[src/rtl/accel_hex_display_if.sv]
// Sample handshake between the accelerometer axis source and accel_hex_display.
//   sample_valid : one-cycle refresh pulse, sample is valid in that cycle
//   sample       : signed two's-complement axis reading, DATA_W bits
//   busy         : conversion in progress
//   done         : one-cycle pulse coincident with the HEX update
// master = sample producer, slave = display block.
interface accel_hex_display_if #(
  parameter int unsigned DATA_W = 16
);
  logic              sample_valid;
  logic [DATA_W-1:0] sample;
  logic              busy;
  logic              done;

  modport master (
    output sample_valid,
    output sample,
    input  busy,
    input  done
  );

  modport slave (
    input  sample_valid,
    input  sample,
    output busy,
    output done
  );
endinterface

[src/rtl/accel_hex_display.sv]
// Signed axis sample to six DE10-Lite seven-segment displays.
// On each refresh pulse the sample is captured as sign + magnitude, the magnitude
// is converted to DIGITS BCD digits by a sequential shift-add-3 engine (DATA_W cycles),
// and the segment patterns are then registered into HEX0..HEX5 in one step.
// HEX5 carries the minus sign, HEX4..HEX0 the decimal digits.
// Ports:
//   clk       : system clock
//   rst_n     : synchronous active-low reset
//   bus       : slave side of accel_hex_display_if (sample_valid, sample, busy, done)
//   HEX0..5   : active-low segments, bit0=a .. bit6=g, bit7=DP (always off)
// Optional build macro LEADING_ZERO_BLANK_EN: blanks leading-zero digits on HEX4..HEX1
// and makes those digits blank at reset; without it all digits show, reset shows 00000.
module accel_hex_display #(
  parameter int unsigned DATA_W = 16,
  parameter int unsigned DIGITS = 5
) (
  input  logic                clk,
  input  logic                rst_n,
  accel_hex_display_if.slave  bus,
  output logic [7:0]          HEX0,
  output logic [7:0]          HEX1,
  output logic [7:0]          HEX2,
  output logic [7:0]          HEX3,
  output logic [7:0]          HEX4,
  output logic [7:0]          HEX5
);

  localparam int unsigned BcdW = 4 * DIGITS;
  localparam int unsigned CntW = $clog2(DATA_W + 1);
  localparam logic [CntW-1:0] LastCnt = CntW'(DATA_W - 1);

  localparam logic [7:0] SegBlank = 8'hFF;
  localparam logic [7:0] SegMinus = 8'hBF;
  localparam logic [7:0] SegZero  = 8'hC0;
`ifdef LEADING_ZERO_BLANK_EN
  localparam logic [7:0] RstDigit = SegBlank;
`else
  localparam logic [7:0] RstDigit = SegZero;
`endif

  typedef enum logic [1:0] {StIdle, StConv, StUpdate} state_e;

  state_e            state_q, state_d;
  logic [CntW-1:0]   cnt_q, cnt_d;
  logic [DATA_W-1:0] mag_q, mag_d;
  logic [BcdW-1:0]   bcd_q, bcd_d;
  logic              sign_q, sign_d;
  logic              pend_q, pend_d;
  logic              pend_sign_q, pend_sign_d;
  logic [DATA_W-1:0] pend_mag_q, pend_mag_d;
  logic              busy_q, busy_d;
  logic              done_q, done_d;
  logic [5:0][7:0]   hex_q, hex_d;

  logic [BcdW-1:0]   bcd_adj;
  logic [5:0][7:0]   hex_enc;
  logic              in_sign;
  logic [DATA_W-1:0] in_mag;

  // Unsigned magnitude; the most-negative input wraps to exactly 2^(DATA_W-1).
  function automatic logic [DATA_W-1:0] abs_of(input logic [DATA_W-1:0] v);
    return v[DATA_W-1] ? (~v) + DATA_W'(1) : v;
  endfunction

  function automatic logic [7:0] seg_of(input logic [3:0] d);
    logic [7:0] s;
    case (d)
      4'd0:    s = 8'hC0;
      4'd1:    s = 8'hF9;
      4'd2:    s = 8'hA4;
      4'd3:    s = 8'hB0;
      4'd4:    s = 8'h99;
      4'd5:    s = 8'h92;
      4'd6:    s = 8'h82;
      4'd7:    s = 8'hF8;
      4'd8:    s = 8'h80;
      4'd9:    s = 8'h90;
      default: s = SegBlank;
    endcase
    return s;
  endfunction

  assign in_sign = bus.sample[DATA_W-1];
  assign in_mag  = abs_of(bus.sample);

  // Add-3 correction ahead of each shift keeps every nibble a valid BCD digit.
  always_comb begin
    bcd_adj = bcd_q;
    for (int i = 0; i < int'(DIGITS); i++) begin
      if (bcd_q[4*i +: 4] >= 4'd5) begin
        bcd_adj[4*i +: 4] = bcd_q[4*i +: 4] + 4'd3;
      end
    end
  end

  // Segment image of the finished conversion.
  always_comb begin
    logic lead;
    hex_enc = '1;
    for (int i = 0; i < int'(DIGITS); i++) begin
      hex_enc[i] = seg_of(bcd_q[4*i +: 4]);
    end
`ifdef LEADING_ZERO_BLANK_EN
    lead = 1'b1;
    for (int i = int'(DIGITS) - 1; i >= 1; i--) begin
      if (bcd_q[4*i +: 4] != 4'd0) lead = 1'b0;
      if (lead) hex_enc[i] = SegBlank;
    end
`else
    lead = 1'b0;
`endif
    // A zero result never shows a minus sign.
    hex_enc[5] = (sign_q && (bcd_q != '0)) ? SegMinus : SegBlank;
  end

  always_comb begin
    state_d     = state_q;
    cnt_d       = cnt_q;
    mag_d       = mag_q;
    bcd_d       = bcd_q;
    sign_d      = sign_q;
    pend_d      = pend_q;
    pend_sign_d = pend_sign_q;
    pend_mag_d  = pend_mag_q;
    busy_d      = busy_q;
    done_d      = 1'b0;
    hex_d       = hex_q;

    // Arrivals while busy (CONV or UPDATE) park in the one-deep slot; latest wins.
    if (bus.sample_valid && (state_q != StIdle)) begin
      pend_d      = 1'b1;
      pend_sign_d = in_sign;
      pend_mag_d  = in_mag;
    end

    unique case (state_q)
      StIdle: begin
        busy_d = 1'b0;
        if (bus.sample_valid || pend_q) begin
          sign_d  = bus.sample_valid ? in_sign : pend_sign_q;
          mag_d   = bus.sample_valid ? in_mag  : pend_mag_q;
          bcd_d   = '0;
          cnt_d   = '0;
          pend_d  = 1'b0;
          busy_d  = 1'b1;
          state_d = StConv;
        end
      end
      StConv: begin
        bcd_d = {bcd_adj[BcdW-2:0], mag_q[DATA_W-1]};
        mag_d = {mag_q[DATA_W-2:0], 1'b0};
        cnt_d = cnt_q + CntW'(1);
        if (cnt_q == LastCnt) state_d = StUpdate;
      end
      StUpdate: begin
        hex_d  = hex_enc;
        done_d = 1'b1;
        // A sample arriving in this very cycle is newer than anything pending.
        if (bus.sample_valid || pend_q) begin
          sign_d  = bus.sample_valid ? in_sign : pend_sign_q;
          mag_d   = bus.sample_valid ? in_mag  : pend_mag_q;
          bcd_d   = '0;
          cnt_d   = '0;
          pend_d  = 1'b0;
          busy_d  = 1'b1;
          state_d = StConv;
        end else begin
          busy_d  = 1'b0;
          state_d = StIdle;
        end
      end
      default: begin
        busy_d  = 1'b0;
        state_d = StIdle;
      end
    endcase
  end

  always_ff @(posedge clk) begin
    if (!rst_n) begin
      state_q     <= StIdle;
      cnt_q       <= '0;
      mag_q       <= '0;
      bcd_q       <= '0;
      sign_q      <= 1'b0;
      pend_q      <= 1'b0;
      pend_sign_q <= 1'b0;
      pend_mag_q  <= '0;
      busy_q      <= 1'b0;
      done_q      <= 1'b0;
      hex_q       <= {SegBlank, RstDigit, RstDigit, RstDigit, RstDigit, SegZero};
    end else begin
      state_q     <= state_d;
      cnt_q       <= cnt_d;
      mag_q       <= mag_d;
      bcd_q       <= bcd_d;
      sign_q      <= sign_d;
      pend_q      <= pend_d;
      pend_sign_q <= pend_sign_d;
      pend_mag_q  <= pend_mag_d;
      busy_q      <= busy_d;
      done_q      <= done_d;
      hex_q       <= hex_d;
    end
  end

  assign bus.busy = busy_q;
  assign bus.done = done_q;
  assign HEX0     = hex_q[0];
  assign HEX1     = hex_q[1];
  assign HEX2     = hex_q[2];
  assign HEX3     = hex_q[3];
  assign HEX4     = hex_q[4];
  assign HEX5     = hex_q[5];

endmodule

[src/flat_wrapper.sv]
// flat-port wrapper written by rule: the top's interface ports become plain ports
module accel_hex_display_flat 
#(
  parameter int unsigned DATA_W = 16,
  parameter int unsigned DIGITS = 5
)
  (clk, rst_n, HEX0, HEX1, HEX2, HEX3, HEX4, HEX5, bus_sample_valid, bus_sample, bus_busy, bus_done);
  accel_hex_display_if #(.DATA_W(DATA_W)) bus_i ();
  input  logic clk;
  input  logic rst_n;
  output logic [7:0] HEX0;
  output logic [7:0] HEX1;
  output logic [7:0] HEX2;
  output logic [7:0] HEX3;
  output logic [7:0] HEX4;
  output logic [7:0] HEX5;
  input wire logic [$bits(bus_i.sample_valid)-1:0] bus_sample_valid;
  input wire logic [$bits(bus_i.sample)-1:0] bus_sample;
  output wire logic [$bits(bus_i.busy)-1:0] bus_busy;
  output wire logic [$bits(bus_i.done)-1:0] bus_done;
  assign bus_i.sample_valid = bus_sample_valid;
  assign bus_i.sample = bus_sample;
  assign bus_busy = bus_i.busy;
  assign bus_done = bus_i.done;
  accel_hex_display #(.DATA_W(DATA_W), .DIGITS(DIGITS)) u_core (.clk(clk), .rst_n(rst_n), .bus(bus_i), .HEX0(HEX0), .HEX1(HEX1), .HEX2(HEX2), .HEX3(HEX3), .HEX4(HEX4), .HEX5(HEX5));
endmodule
[config.mk]
export PLATFORM = sky130hd
export DESIGN_NAME = accel_hex_display_flat
export DESIGN_NICKNAME = d
export VERILOG_FILES = /design/src/rtl/accel_hex_display_if.sv /design/src/rtl/accel_hex_display.sv /design/src/flat_wrapper.sv
export SDC_FILE = /design/constraint.sdc
export NUM_CORES = 1
export LEC_CHECK = 0
export BUFFER_PORTS_ARGS = -buffer_cell sky130_fd_sc_hd__buf_2
export CAP_MARGIN = 20
export CORE_MARGIN = 4
export CORE_UTILIZATION = 36
export CTS_BUF_LIST = sky130_fd_sc_hd__clkbuf_16
export DETAILED_ROUTE_END_ITERATION = 8
export GPL_TIMING_DRIVEN = 0
export REMOVE_ABC_BUFFERS = 1
export SLEW_MARGIN = 20
export SYNTH_ARGS = -nofsm -noshare
export SYNTH_HDL_FRONTEND = slang
export SYNTH_SLANG_ARGS = --single-unit
[constraint.sdc]
create_clock -name clk -period 2 [get_ports clk]
set_input_delay 0.1 -clock clk [delete_from_list [all_inputs] [get_ports clk]]
set_output_delay 0.1 -clock clk [all_outputs]
set_load 0.02 [all_outputs]
==> reports/metrics.cfg <==
[floorplan]
fp.dieW_um=132
die_area_mm2=0.0174
start_util_pct=37.4
die_h_um=132
core-area_mm2=0.0148
fp-row-count=44
ios=69

[sta]
layout_min_cycle_time_ns=1.79
worst_pin_slew_ns=0.834
setup_ws_ns=0.215
timing.fmax_mhz=560
max_slew_margin_pct=44.4
skew_ns=0.00695
hold_violations=0
rsz0062_at_grt=no
setup_viol=0
hold_ws_ns=0.0485
fin_setup_tns_ns=0
timing.final.crit_share_pct=89.3
finalMaxSlewViolations=0

[hold_path]
min_from=bus_sample[0]
hp-class=input pin to register

[placement]
placed_area_mm2=0.00584
dp_hpwl_um=8370
place.gp.congestion=0.847
io_buffers=56
dp_slack_ns=-0.531

[synth]
ys_ff_latch=100
ys_types=55
synthCells=660
yosys.area.top_type=dfxtp_1
ys_seq_area_share_pct=36.3
synth_edf_count=0
netlist_area_mm2=0.00551
syn_area_per_cell_um2=8.35
async_flop_share_pct=0
synth_area_leaders=dfxtp_1 (36%), ha_1 (7.0%), o21ai_0 (4.7%)
ys_top_cells_by_count=dfxtp_1 (100), nand2_1 (58), o21ai_0 (52), a21oi_1 (48), clkbuf_1 (40)
yosys_warnings=0
synth_top_area_share_pct=36.3
synth_ff_type=dfxtp_1
synth_most_common_cell=dfxtp_1

[cells_and_area]
syn_to_final_growth_pct=11.0
n_antenna_cell=0
finalInstanceArea_mm2=0.00612
drive_gt1_share_pct=13.3
fill_cells=1506
final_net_count=729
fin_util_pct=41.5

[clock_tree]
clkSinkCount=100
cts_buffers=9
insertion_delay_ns=0.34
cts-root-buf=clkbuf_16
cts_setup_buffers=0
htree_num_levels=3
cts_tree=built
clock_path_buffers=2
clkTransAtPathRegs_ns=0.06

[global_routing]
grt_max_degree=100
grt_util_met1_pct=18.7
grtUsageMet3_pct=4.24
globalRouteMet2Util_pct=23.8
grt_overflow=0
antenna_found_initial=0
grt_pass1_vias=4356
grtUsageTotal_pct=14.5
busiest_layer=met2
grt_pass1_wl_um=21100

[outcome]
status=finished clean

[pwr]
cellPowerDensity_mw_per_mm2=654
p_leak_uw=0.00255
ir_worst_vdd_mv=0.430

[drt]
drt_iter0_drc=321
via_count=4639
wl_per_cell_um=14.3
routed_wl_um=12400
routed_via_density=5.34
dr.pass1.iters=4
drtAntennaViolNets=0
drcViolationCount=0

[setup_path]
endpoint_kind=register
crit_start=u_core.state_q[0]
rr_startpoint=u_core.state_q[0]
path_class=register to register
cp-start-kind=register
path_max_fanout=20
required_ns=2.28
cp.arrival_ns=2.06

[flow_run]
cap_viol_max_count=0

## cell families (layout without fill, tap and decap cells)
kind of cell,after synthesis,in the layout,share of synthesized area [%]
compound gates,219,219,27.2
xor+xnor,21,21,3.34
fa+ha+maj,31,31,7.04
buf+inv,88,101,6.97
flops,100,100,36.3
mux,13,13,2.38
other cells,1,12,0.0680
simple gates,187,187,16.7
## registers in the layout (all words and copies together), names as in the netlist, 2 cells and up
name               flops
u_core.HEX4            7
u_core.HEX3            7
u_core.state_q         2
u_core.HEX2            7
u_core.bcd_q          20
u_core.HEX1            7
u_core.cnt_q           5
u_core.pend_mag_q     16
u_core.HEX0            7
u_core.mag_q          16
## power breakdown
part	total [uW]	switching [uW]	internal, uW
combinational	379	241	138
clock	1520	706	814
sequential	2100	47.9	2050
total	4000	995	3010
## timing repair
| action | in CTS | in global routing |
|---|---|---|
| resized for setup | 3 | 6 |
| endpoints found under the setup margin | 59 | 7 |
| cloned | 0 | 0 |
| pin swaps | 0 | 0 |
| hold buffers | 0 | 0 |
## critical path, cell delays in order, from the launching register on
cell      delay [ns]
dfxtp_2         0.63
o21bai_2        0.41
o21ai_0         0.17
a21boi_0        0.21
o221ai_1        0.14
a31oi_1         0.16
## through the flow
| stage | power (uW) | cells |
|---|---|---|
| final | 4000 | 868 |
| after global routing | 4210 | 868 |
| after floorplan | 2370 | 611 |
| after global placement | 2510 | 851 |
| after CTS | 4070 | 868 |
| after detailed placement | 2530 | 852 |
## worst paths after layout
path	to	slack, ns	depth (start not counted)
worst min-delay path	u_core.pend_mag_q[0]	0.05	3
worst max register to register	u_core.mag_q[11]	0.21	5
worst max-delay path	u_core.mag_q[11]	0.21	5
worst min register to register	u_core.HEX4[3]	0.45	2
## final cells by class
type                            instances  area [um^2]  area share (%)
Inverter                               28          105            1.72
Tap cell                              184          230            3.76
Clock inverter                          7         27.5           0.450
Clock buffer                            9          225            3.68
Multi-Input combinational cell        483         3220            52.5
Sequential cell                       100         2010            32.8
Timing Repair Buffer                   57          310            5.07
## cells in the final DEF, fill, tap and decap left out, types with 15 or more instances in the layout
| cell type | count |
|---|---|
| nor2b_1 | 20 |
| ha_1 | 31 |
| dfxtp_1 | 97 |
| a21oi_1 | 47 |
| o211ai_1 | 16 |
| inv_1 | 31 |
| o21ai_0 | 52 |
| nand2_1 | 58 |
| buf_2 | 55 |
| nand2b_1 | 20 |
| nor2_1 | 39 |
| and2_1 | 15 |
## routing by layer
| layer | vias up | wire length, um |
|---|---|---|
| met1 | 2187 | 5860 |
| met5 | - | 0 |
| met3 | 11 | 567 |
| met4 | 0 | 160 |
| met2 | 90 | 5860 |
| li1 | 2351 | - |
Power figures use the tool's default switching activity.
